===== config.mk =====
export PLATFORM = sky130hd
export DESIGN_NAME = dual_input_debouncer
export DESIGN_NICKNAME = d
export VERILOG_FILES = /design/src/rtl/dual_input_debouncer.sv
export SDC_FILE = /design/constraint.sdc
export NUM_CORES = 1
export LEC_CHECK = 0
export ABC_AREA = 1
export BUFFER_PORTS_ARGS = -buffer_cell sky130_fd_sc_hd__buf_2
export CORE_UTILIZATION = 53
export CTS_CLUSTER_SIZE = 30
export DETAILED_ROUTE_END_ITERATION = 7
export PLACE_DENSITY_LB_ADDON = 0.05
export SLEW_MARGIN = 20
export SYNTH_ARGS = -nofsm -noshare
export SYNTH_HDL_FRONTEND = slang
export SYNTH_SLANG_ARGS = --single-unit

===== constraint.sdc =====
create_clock -name clk -period 1.3 [get_ports clk]
set_input_delay 0 -clock clk [delete_from_list [all_inputs] [get_ports clk]]
set_output_delay 0 -clock clk [all_outputs]
set_load 0.1 [all_outputs]

===== src/rtl/dual_input_debouncer.sv =====
// Dual-channel input conditioner for push-buttons / switches.
// Each channel: 2-FF synchronizer -> 4-state debounce FSM with a stability
// counter -> registered clean level (x_db) and single-cycle rise tick (x_tick).
// Channels A and B are identical and share nothing but clock and reset.
//
// Debounce FSM states (per channel):
//   state | meaning
//   ------+-------------------------------------------------------------
//   ZERO  | debounced level 0, input agrees
//   WAIT1 | debounced level 0, input reads 1, counting toward DB_COUNT-1
//   ONE   | debounced level 1, input agrees
//   WAIT0 | debounced level 1, input reads 0, counting toward DB_COUNT-1
//
// A qualifying change needs the synchronized input to hold the new value on
// DB_COUNT+1 consecutive edges (the entry edge plus DB_COUNT counting edges),
// giving DB_COUNT+3 edges of raw-to-output latency including the two
// synchronizer stages.
module dual_input_debouncer #(
  parameter int DB_COUNT = 16
) (
  input  logic clk,
  input  logic rst,
  input  logic a_raw,
  input  logic b_raw,
  output logic a_db,
  output logic b_db,
  output logic a_tick,
  output logic b_tick
);

  // Width of the stability counter; it only ever needs to reach DB_COUNT-1.
  localparam int CNT_W = (DB_COUNT > 1) ? $clog2(DB_COUNT) : 1;
  localparam logic [CNT_W-1:0] CNT_LAST = CNT_W'(DB_COUNT - 1);

  // Gray-ish encoding: bit 1 doubles as the debounced level, but the output
  // is still kept in its own flop so downstream never sees decode logic.
  typedef enum logic [1:0] {
    ZERO  = 2'b00,
    WAIT1 = 2'b01,
    ONE   = 2'b11,
    WAIT0 = 2'b10
  } state_t;

  logic [1:0] raw_vec;
  logic [1:0] db_vec;
  logic [1:0] tick_vec;

  assign raw_vec = {b_raw, a_raw};

  for (genvar ch = 0; ch < 2; ch++) begin : g_ch
    logic              s1_q;
    logic              s2_q;
    state_t            state_q;
    logic [CNT_W-1:0]  cnt_q;
    logic              db_q;
    logic              tick_q;

    // Two-stage synchronizer; the FSM only ever looks at s2_q.
    always_ff @(posedge clk or posedge rst) begin
      if (rst) begin
        s1_q <= 1'b0;
        s2_q <= 1'b0;
      end else begin
        s1_q <= raw_vec[ch];
        s2_q <= s1_q;
      end
    end

    // Debounce FSM with registered level and rise-tick outputs.
    always_ff @(posedge clk or posedge rst) begin
      if (rst) begin
        state_q <= ZERO;
        cnt_q   <= '0;
        db_q    <= 1'b0;
        tick_q  <= 1'b0;
      end else begin
        tick_q <= 1'b0;
        case (state_q)
          ZERO: begin
            if (s2_q) begin
              state_q <= WAIT1;
              cnt_q   <= '0;
            end
          end
          WAIT1: begin
            if (!s2_q) begin
              // Excursion too short: drop back, no tick.
              state_q <= ZERO;
            end else if (cnt_q == CNT_LAST) begin
              state_q <= ONE;
              db_q    <= 1'b1;
              tick_q  <= 1'b1;
            end else begin
              cnt_q <= cnt_q + 1'b1;
            end
          end
          ONE: begin
            if (!s2_q) begin
              state_q <= WAIT0;
              cnt_q   <= '0;
            end
          end
          WAIT0: begin
            if (s2_q) begin
              // Glitch low rejected; level never dropped, so no tick either.
              state_q <= ONE;
            end else if (cnt_q == CNT_LAST) begin
              state_q <= ZERO;
              db_q    <= 1'b0;
            end else begin
              cnt_q <= cnt_q + 1'b1;
            end
          end
          default: begin
            state_q <= ZERO;
            cnt_q   <= '0;
            db_q    <= 1'b0;
          end
        endcase
      end
    end

    assign db_vec[ch]   = db_q;
    assign tick_vec[ch] = tick_q;
  end

  assign a_db   = db_vec[0];
  assign b_db   = db_vec[1];
  assign a_tick = tick_vec[0];
  assign b_tick = tick_vec[1];

endmodule


# After elaboration in Yosys (flattened, before gate mapping)
# Cells that the tools add are included.
[op_classes]
n_addsub = 2
eq_ne = 24
n_reduce_logical = 10
n_mux = 42
[op_table]
columns = ["cell", "count"]
rows = [
  ["2-to-1 mux 4 bit", 10],
  ["case mux 4 bit (4 select lines)", 2],
  ["2-to-1 mux 2 bit", 12],
  ["inequality test 2 bit, second input constant", 12],
  ["case mux 2 bit (4 select lines)", 2],
  ["AND reduction 4 bit", 4],
  ["2-to-1 mux 1 bit", 14],
  ["inequality test 3 bit, second input constant", 4],
  ["AND reduction 5 bit", 2],
  ["adder 4 x 1 -> 4 bit, second input constant", 2],
  ["equality test 2 bit, second input constant", 4],
  ["equality test 4 bit, second input constant", 2],
  ["equality test 2 x 1 -> 1 bit, second input constant", 2],
  ["logical NOT 2 bit", 2],
  ["case mux 1 bit (2 select lines)", 2],
  ["nonzero test 2 bit", 2],
]
[word_totals]
in_bits = 4
register_bits = 20
wordCells = 90
output_inout_bits = 4

# Longest topological paths before layout
# Gate-level depths: netlist of the first run.
[depth]
depth_word = 4
depth_mapped = 8
depth_no_buf = 8

# Least setup slack after synthesis of the first run
# No wires, ideal clock.
[synth_path]
kind = "register -> register"
start = "reg g_ch[1].state_q[0]"
end = "reg g_ch[1].cnt_q[3]"
t_arrival_ns = 1.219
setup_ns = 0.065
required_time_ns = 1.235
synth_period_minus_slack_ns = 1.284
slack_ns = 0.016
path_stages_with_launch = 8
cell_sequence = "dfrtp_1 -> inv_1 -> ha_1 -> inv_1 -> nor2_1 -> nor2_2 -> nand2_1 -> nand2_1"
[synth_between]
elab_chain_len = 3
word_cells_on_any_way = 10
[synth_rtl]
columns = ["element", "line_no", "rtl"]
rows = [
  ["start, declared", "53", "state_t state_q;"],
  ["start signal, assigned", "72", "state_q <= ZERO;"],
  ["start signal, assigned", "81", "state_q <= WAIT1;"],
  ["start signal, assigned", "88", "state_q <= ZERO;"],
  ["equality test 2 bit (tied with other cells)", "78", "case (state_q)"],
  ["inequality test 2 bit (no line)", "--", ""],
  ["AND reduction 4 bit (no line)", "--", ""],
  ["end signal, assigned", "94", "cnt_q <= cnt_q + 1'b1;"],
  ["end signal, assigned", "111", "cnt_q <= cnt_q + 1'b1;"],
  ["end, declared", "54", "logic [CNT_W-1:0] cnt_q;"],
]
# Several ways; a longest one is shown, not always the timed one.
# A chain may end at the register's enable or synchronous reset.

# Final worst setup path of the first run
[layout_path]
start = "reg g_ch[1].state_q[1]"
end = "reg g_ch[1].db_q (netlist: b_db)"
[layout_between]
elab_chain_len = 3
word_cells_on_any_way = 9
[layout_rtl]
columns = ["element", "line_no", "rtl"]
rows = [
  ["equality test 2 x 1 -> 1 bit or equality test 2 bit (tied branches)", "78", ""],
  ["inequality test 2 bit (no line) or nonzero test 2 bit (tied branches)", "--", ""],
  ["AND reduction 5 bit (no line)", "--", ""],
  ["end signal, assigned", "74", "db_q <= 1'b0;"],
  ["end signal, assigned", "91", "db_q <= 1'b1;"],
  ["end signal, assigned", "109", "db_q <= 1'b0;"],
  ["end, declared", "55", "logic db_q;"],
]
# Several ways; a longest one is shown, not always the timed one.

==> flow_metrics.py, run 1 <==
metrics = {
    "drt": {
        "wl_per_cell_um": 16.2,
        "wl_met1_um": 1370,
        "vias": 1214,
        "wl_met3_um": 193,
        "firstDrtPassIters": 4,
        "drt_first_iter_violations": 58,
        "drt.antenna.violating_nets": 0,
        "highest_layer": "met4",
        "drc_errors": 0,
        "viasPerCell": 5.59,
        "met2_wirelength_um": 1800,
        "wl_um": 3520,
    },
    "global_routing": {
        "track_usage_pct": 23.9,
        "antenna_found_initial": 0,
        "grt_overflow": 0,
        "grt_pass1_wl_um": 4410,
        "grt_max_degree": 21,
        "first_global_vias": 1061,
    },
    "clock_network": {
        "clk_pin_slew_ns": 0.12,
        "cts.sinks": 20,
        "clk_path_buf_depth": 2,
        "htree_levels": 1,
        "cts_tree": "done",
        "cts-root-buf": "clkbuf_4",
        "clk_latency_ns": 0.31,
        "cts_buffers": 3,
    },
    "layout": {
        "design_area_sq_um": 1740,
        "layout_commonest_cell": "nand2_1",
        "regArea_sq_um": 503,
        "layout.nets": 209,
        "final_layout_size_suffix_gt1_share_pct": 43.7,
        "n_antenna_cell": 0,
        "fillerInstances": 118,
        "mostFrequentLayoutCells": "nand2_1 (48), dfrtp_1 (18), buf_4 (16)",
        "area_growth_pct": 44.8,
        "multi_input_area_sq_um": 847,
    },
    "worst_setup_path": {
        "crit_required_ns": 1.50,
        "cp.arrival_ns": 1.66,
        "r2r_slack_ns": -0.15,
        "rr_worst_depth": 7,
        "path_max_fanout": 4,
        "cp-end-kind": "register",
        "cp-start-kind": "register",
        "worstSetupPathType": "reg2reg",
    },
    "logic_synthesis": {
        "synth_top_cell_area_share_pct": 41.7,
        "syn_area_sq_um": 1200,
        "synth_area_leaders": "dfrtp_1 (42%), nand2_1 (18%), ha_1 (15%)",
        "synth.avg_cell_area_sq_um": 7.75,
        "yosys.area.top_type": "dfrtp_1",
        "yosysUniqueCellTypes": 18,
        "synth_warnings": 0,
        "yosysSeqAreaShare_pct": 41.7,
        "ys_ff_latch": 20,
        "synthCells": 155,
        "syn-num-nets": 173,
    },
    "power": {
        "combPwrFrac_pct": 62.3,
        "p_sw_share_pct": 44.7,
        "pwr-share-seq_pct": 27.0,
        "p_int_mw": 1.97,
        "power_per_cell_area_nw_per_um2": 2050,
        "pwr-share-clk_pct": 10.7,
        "p_leak_nw": 0.848,
        "irDropWorstVdd_v": 0.00198,
        "net-switching-power_mw": 1.59,
    },
    "sta": {
        "setup_viol": 12,
        "clock_skew_ns": 0.00483,
        "setup_ws_ns": -0.151,
        "fin_crit_sh_pct": 112,
        "rsz0062_at_grt": "yes",
        "fmax_mhz": 689,
        "worst_pin_slew_ns": 0.504,
        "slew_headroom_pct": 66.6,
        "hold-worst-slack_ns": 0.261,
        "slew_viol_final": 0,
        "finalHoldViolations": 0,
        "fin_crit_ns": 1.45,
    },
    "floorplan": {
        "die_x_um": 49.6,
        "rows": 16,
        "io_pins": 8,
        "die_y_um": 49.6,
        "initial_core_util_pct": 58.8,
        "die_area_sq_um": 2460,
        "core_sq_um": 2040,
    },
    "placed_design": {
        "post_dp_cell_area_sq_um": 1350,
        "place_congestion": 0.832,
        "hpwl_um": 1760,
        "portBuffers": 7,
    },
    "run_status": {
        "violations": "setup timing",
        "run_status": "finished with violations",
    },
    "min_path": {
        "hp-class": "in2async",
    },
    "flow_run": {
        "max-cap-violations": 0,
    },
}
per-layer routing:
| metal | vias up | global-route usage [%] |
|---|---|---|
| met5 | - | 0 |
| met4 | 0 | 13.8 |
| met3 | 15 | 4.01 |
| met2 | 56 | 41.4 |
| met1 | 583 | 27.5 |
| li1 | 560 | - |
cell type report:
class / instances / area share [%]
repair buffers: 31 / 13.9
well taps: 27 / 1.94
inverters: 20 / 4.46
flip-flops and latches: 20 / 28.9
multi-input cells: 115 / 48.7
clock buffers: 4 / 2.09
flip-flops by register name (all words and copies together) (netlist names):
register / flops
a_tick: 1
b_tick: 1
a_db: 1
b_db: 1
g_ch.s2_q: 2
g_ch.state_q: 4
g_ch.s1_q: 2
g_ch.cnt_q: 8
kinds of logic (layout without fill, tap and decap cells):
family / Yosys count / in the layout / share of synthesized area, %
flip-flops: 20 / 20 / 41.7
adder cells (fa/ha/maj): 14 / 14 / 14.6
AND/OR/NAND/NOR: 88 / 88 / 31.8
AO/OA/AOI/OAI: 13 / 13 / 5.73
buffers and inverters: 20 / 55 / 6.25
timing repair:
item                                    CTS  global route
gates resized for setup                  21            47
hold buffers                              3             0
endpoints found under the hold margin    22             0
endpoints found under the setup margin   12            14
pin swaps                                13            17
setup buffers                             3             7
through the flow:
step / util (%) / power [mW] / worst slack [ns] / TNS [ns] / cells
after CTS: 74.4 / 2.96 / -0.00786 / -0.0137 / 210
after global routing: 85.2 / 3.78 / -0.156 / -1.31 / 217
after global placement: 66.2 / 2.23 / -0.0935 / -0.371 / 200
final: 85.2 / 3.57 / -0.151 / -0.507 / 217
after detailed placement: 66.2 / 2.29 / -0.135 / -0.642 / 200
after floorplan: - / 1.81 / 0.0157 / 0 / 155
worst max-delay path: stages (launching register included):
cell and delay (ns):
dfrtp_2 0.47, inv_2 0.13, ha_4 0.17, inv_1 0.05
nand2_2 0.06, nand4_1 0.17, nand2_1 0.18, o21ai_1 0.10
power by group through the flow:
stage / clock network, mW / logic [mW] / registers [mW]
final: 0.382 / 2.22 / 0.964
after global routing: 0.405 / 2.39 / 0.985
after CTS: 0.388 / 1.64 / 0.930
after detailed placement: 0 / 1.35 / 0.939
after global placement: 0 / 1.30 / 0.928
after floorplan: 0 / 0.886 / 0.922
Yosys cell counts:
library cell  instances
nand3_2               1
a21oi_1               4
nor2_2                1
nand3_1              11
nor2_1                9
ha_1                 14
dfrtp_1              20
nor3b_1               1
nand2_4               1
nand4_1               5
inv_2                 2
nand2_1              57
o21ai_0               7
o21ai_2               1
inv_1                18
o21ai_1               1
or2_2                 1
nand2_2               1
worst paths after layout:
kind,from,endpoint
setup / recovery,g_ch[1].state_q[1],b_db
hold / removal,rst,g_ch[1].state_q[0]
setup reg to reg,g_ch[1].state_q[1],b_db
hold reg to reg,g_ch[1].s1_q,g_ch[1].s2_q
max in group asynchronous,rst,g_ch[0].state_q[0]
min in group clk,a_raw,g_ch[0].s1_q
No activity file was read; power rests on OpenSTA's default activity.
==> run 2: changes to the inputs <==
Settings changed: ABC_AREA 1 to default, CORE_MARGIN from default to 2.
==> flow_metrics.py, run 2 <==
metrics = {
    "layout": {
        "largest_register_ffs": 8,
        "mostFrequentLayoutCells": "buf_4 (25), dfrtp_1 (16), inv_1 (10), ha_4 (8)",
        "reg.largest.list": "g_ch.cnt_q (8), g_ch.state_q (4)",
        "n_antenna_cell": 0,
        "layout_commonest_cell": "buf_4",
        "layout.nets": 185,
        "final_layout_size_suffix_gt1_share_pct": 56.6,
        "final_cells": 194,
        "top_register": "g_ch.cnt_q",
        "area_growth_pct": 57.9,
        "fillerInstances": 89,
    },
    "drt": {
        "drt_first_iter_violations": 38,
        "firstDrtPassIters": 4,
        "drc_errors": 0,
        "vias": 1204,
        "wl_per_cell_um": 19.4,
        "drt.antenna.violating_nets": 0,
        "wl_um": 3770,
        "viasPerCell": 6.21,
    },
    "sta": {
        "rsz0062_at_grt": "yes",
        "slew_viol_final": 0,
        "setup_viol": 14,
        "fin_crit_sh_pct": 121,
        "worst_pin_slew_ns": 0.493,
        "finalHoldViolations": 0,
        "fin_crit_ns": 1.58,
        "setup_ws_ns": -0.279,
        "slew_headroom_pct": 67.3,
        "tns_ns": -2.68,
        "fmax_mhz": 633,
        "clock_skew_ns": 0.00995,
    },
    "floorplan": {
        "die_area_sq_um": 2750,
        "initial_core_util_pct": 56.2,
        "io_pins": 8,
        "rows": 17,
        "die_y_um": 52.4,
        "die_x_um": 52.4,
        "core_sq_um": 2210,
    },
    "logic_synthesis": {
        "async_flop_share_pct": 100,
        "synth_top_cell_area_share_pct": 40.2,
        "synth.most_common_cell": "dfrtp_1",
        "ys_ff_latch": 20,
        "synth_warnings": 0,
        "synth_area_leaders": "dfrtp_1 (40%), ha_1 (14%), inv_1 (4.5%)",
        "yosysSeqAreaShare_pct": 40.2,
        "yosysUniqueCellTypes": 33,
        "synth_edf_count": 0,
        "syn-num-nets": 139,
        "syn_area_sq_um": 1240,
        "synth.avg_cell_area_sq_um": 10.3,
        "synthCells": 121,
        "ys.flop_type": "dfrtp_1",
        "synthTopCellsByCount": "dfrtp_1 (20), inv_1 (15), ha_1 (14)",
        "yosys.area.top_type": "dfrtp_1",
    },
    "placed_design": {
        "dp_slack_ns": -0.267,
        "portBuffers": 7,
        "place_inst": 178,
        "hpwl_um": 2040,
        "place_congestion": 0.838,
    },
    "global_routing": {
        "grt_overflow": 0,
        "grt_pass1_wl_um": 5360,
        "first_global_vias": 1141,
        "track_usage_pct": 27.0,
        "antenna_found_initial": 0,
        "grt_max_degree": 21,
    },
    "power": {
        "p_leak_nw": 0.881,
        "total_power_mw": 4.37,
        "power_per_cell_area_nw_per_um2": 2230,
        "irDropWorstVdd_v": 0.00213,
    },
    "clock_network": {
        "clk_latency_ns": 0.32,
        "htree_levels": 1,
        "cts_buffers": 3,
        "cts_tree": "done",
        "clk_pin_slew_ns": 0.13,
        "clk_path_buf_depth": 2,
        "cts.sinks": 20,
        "cts-root-buf": "clkbuf_4",
    },
    "run_status": {
        "violations": "setup timing",
        "run_status": "finished with violations",
    },
    "worst_setup_path": {
        "cp-start-kind": "register",
        "cp.arrival_ns": 1.80,
        "worstSetupPathType": "reg2reg",
        "critPathSlowestCell": "dfrtp_1",
        "path_cells": "inv_2 -> ha_4 -> buf_12 -> nor3_4 -> or2_4 -> a22o_1",
        "cp_slowest_stage_delay_ns": 0.46,
        "cp-end-kind": "register",
        "crit_required_ns": 1.52,
        "path_max_fanout": 5,
    },
    "min_path": {
        "hp-class": "in2async",
    },
    "flow_run": {
        "max-cap-violations": 0,
    },
}
-- run 2: logic make-up after synthesis --
logic type / count (synthesis) / share of synthesized area, %
AO/OA/AOI/OAI: 35 / 19.8
multiplexers: 6 / 5.53
adder cells (fa/ha/maj): 14 / 14.1
flip-flops: 20 / 40.2
buffers and inverters: 18 / 6.74
AND/OR/NAND/NOR: 28 / 13.6
-- run 2: final timing paths --
check,endpoint,cells after the start,slack (ns),start
max,g_ch[0].cnt_q[1],6,-0.28,g_ch[0].state_q[1]
max reg2reg,g_ch[0].cnt_q[1],6,-0.28,g_ch[0].state_q[1]
min reg2reg,g_ch[0].s2_q,0,0.36,g_ch[0].s1_q
min in group clk,g_ch[1].s1_q,2,0.31,b_raw
min,g_ch[1].s1_q,4,0.23,rst
max in group asynchronous,a_db,4,0.83,rst
-- run 2: area by class of cell --
| type | count | area, sq um | share of cell area [%] |
|---|---|---|---|
| Clock buffer | 4 | 36.3 | 1.85 |
| Inverter | 15 | 61.3 | 3.12 |
| Multi-Input combinational cell | 83 | 955 | 48.6 |
| Sequential cell | 20 | 505 | 25.7 |
| Tap cell | 28 | 35.0 | 1.78 |
| Timing Repair Buffer | 44 | 372 | 18.9 |
-- run 2: report_power, final --
group          switching (mW)  leakage (nW)  internal (mW)
clock network           0.222        0.0210          0.171
logic                    1.40         0.610           1.62
registers               0.184         0.250          0.776
-- run 2: per-stage QoR --
| step | cell area (sq um) | hold slack, ns | utilization [%] |
|---|---|---|---|
| global placement | 1590 | 0.0383 | 71.9 |
| CTS | 1830 | 0.251 | 82.5 |
| floorplan | 1360 | -0.0363 | - |
| global route | 1960 | 0.278 | 88.8 |
| finish | 1960 | 0.234 | 88.8 |
| detailed placement | 1590 | 0.0425 | 71.9 |
-- run 2: what timing repair did --
action / in CTS / in global routing
setup endpoints to repair: 14 / 15
pin swaps: 12 / 5
hold buffers: 3 / 0
hold endpoints to repair: 22 / 0
gates resized for setup: 28 / 16
setup buffers: 6 / 3
-- run 2: routing by layer --
| layer | vias up | share of wire (%) | GRT usage, % |
|---|---|---|---|
| li1 | 535 | - | - |
| met1 | 602 | 42 | 33.8 |
| met2 | 53 | 50 | 47.1 |
| met3 | 14 | 4.7 | 2.86 |
| met4 | 0 | 3.8 | 11.1 |
| met5 | - | 0 | 0 |
-- run 2: worst max-delay path: cells and delay by family, from the launching register on --
family | cells | cell delay (ns)
flip-flops | 1 | 0.46
AND/OR/NAND/NOR | 2 | 0.33
buffers and inverters | 2 | 0.27
adder cells (fa/ha/maj) | 1 | 0.22
AO/OA/AOI/OAI | 1 | 0.21
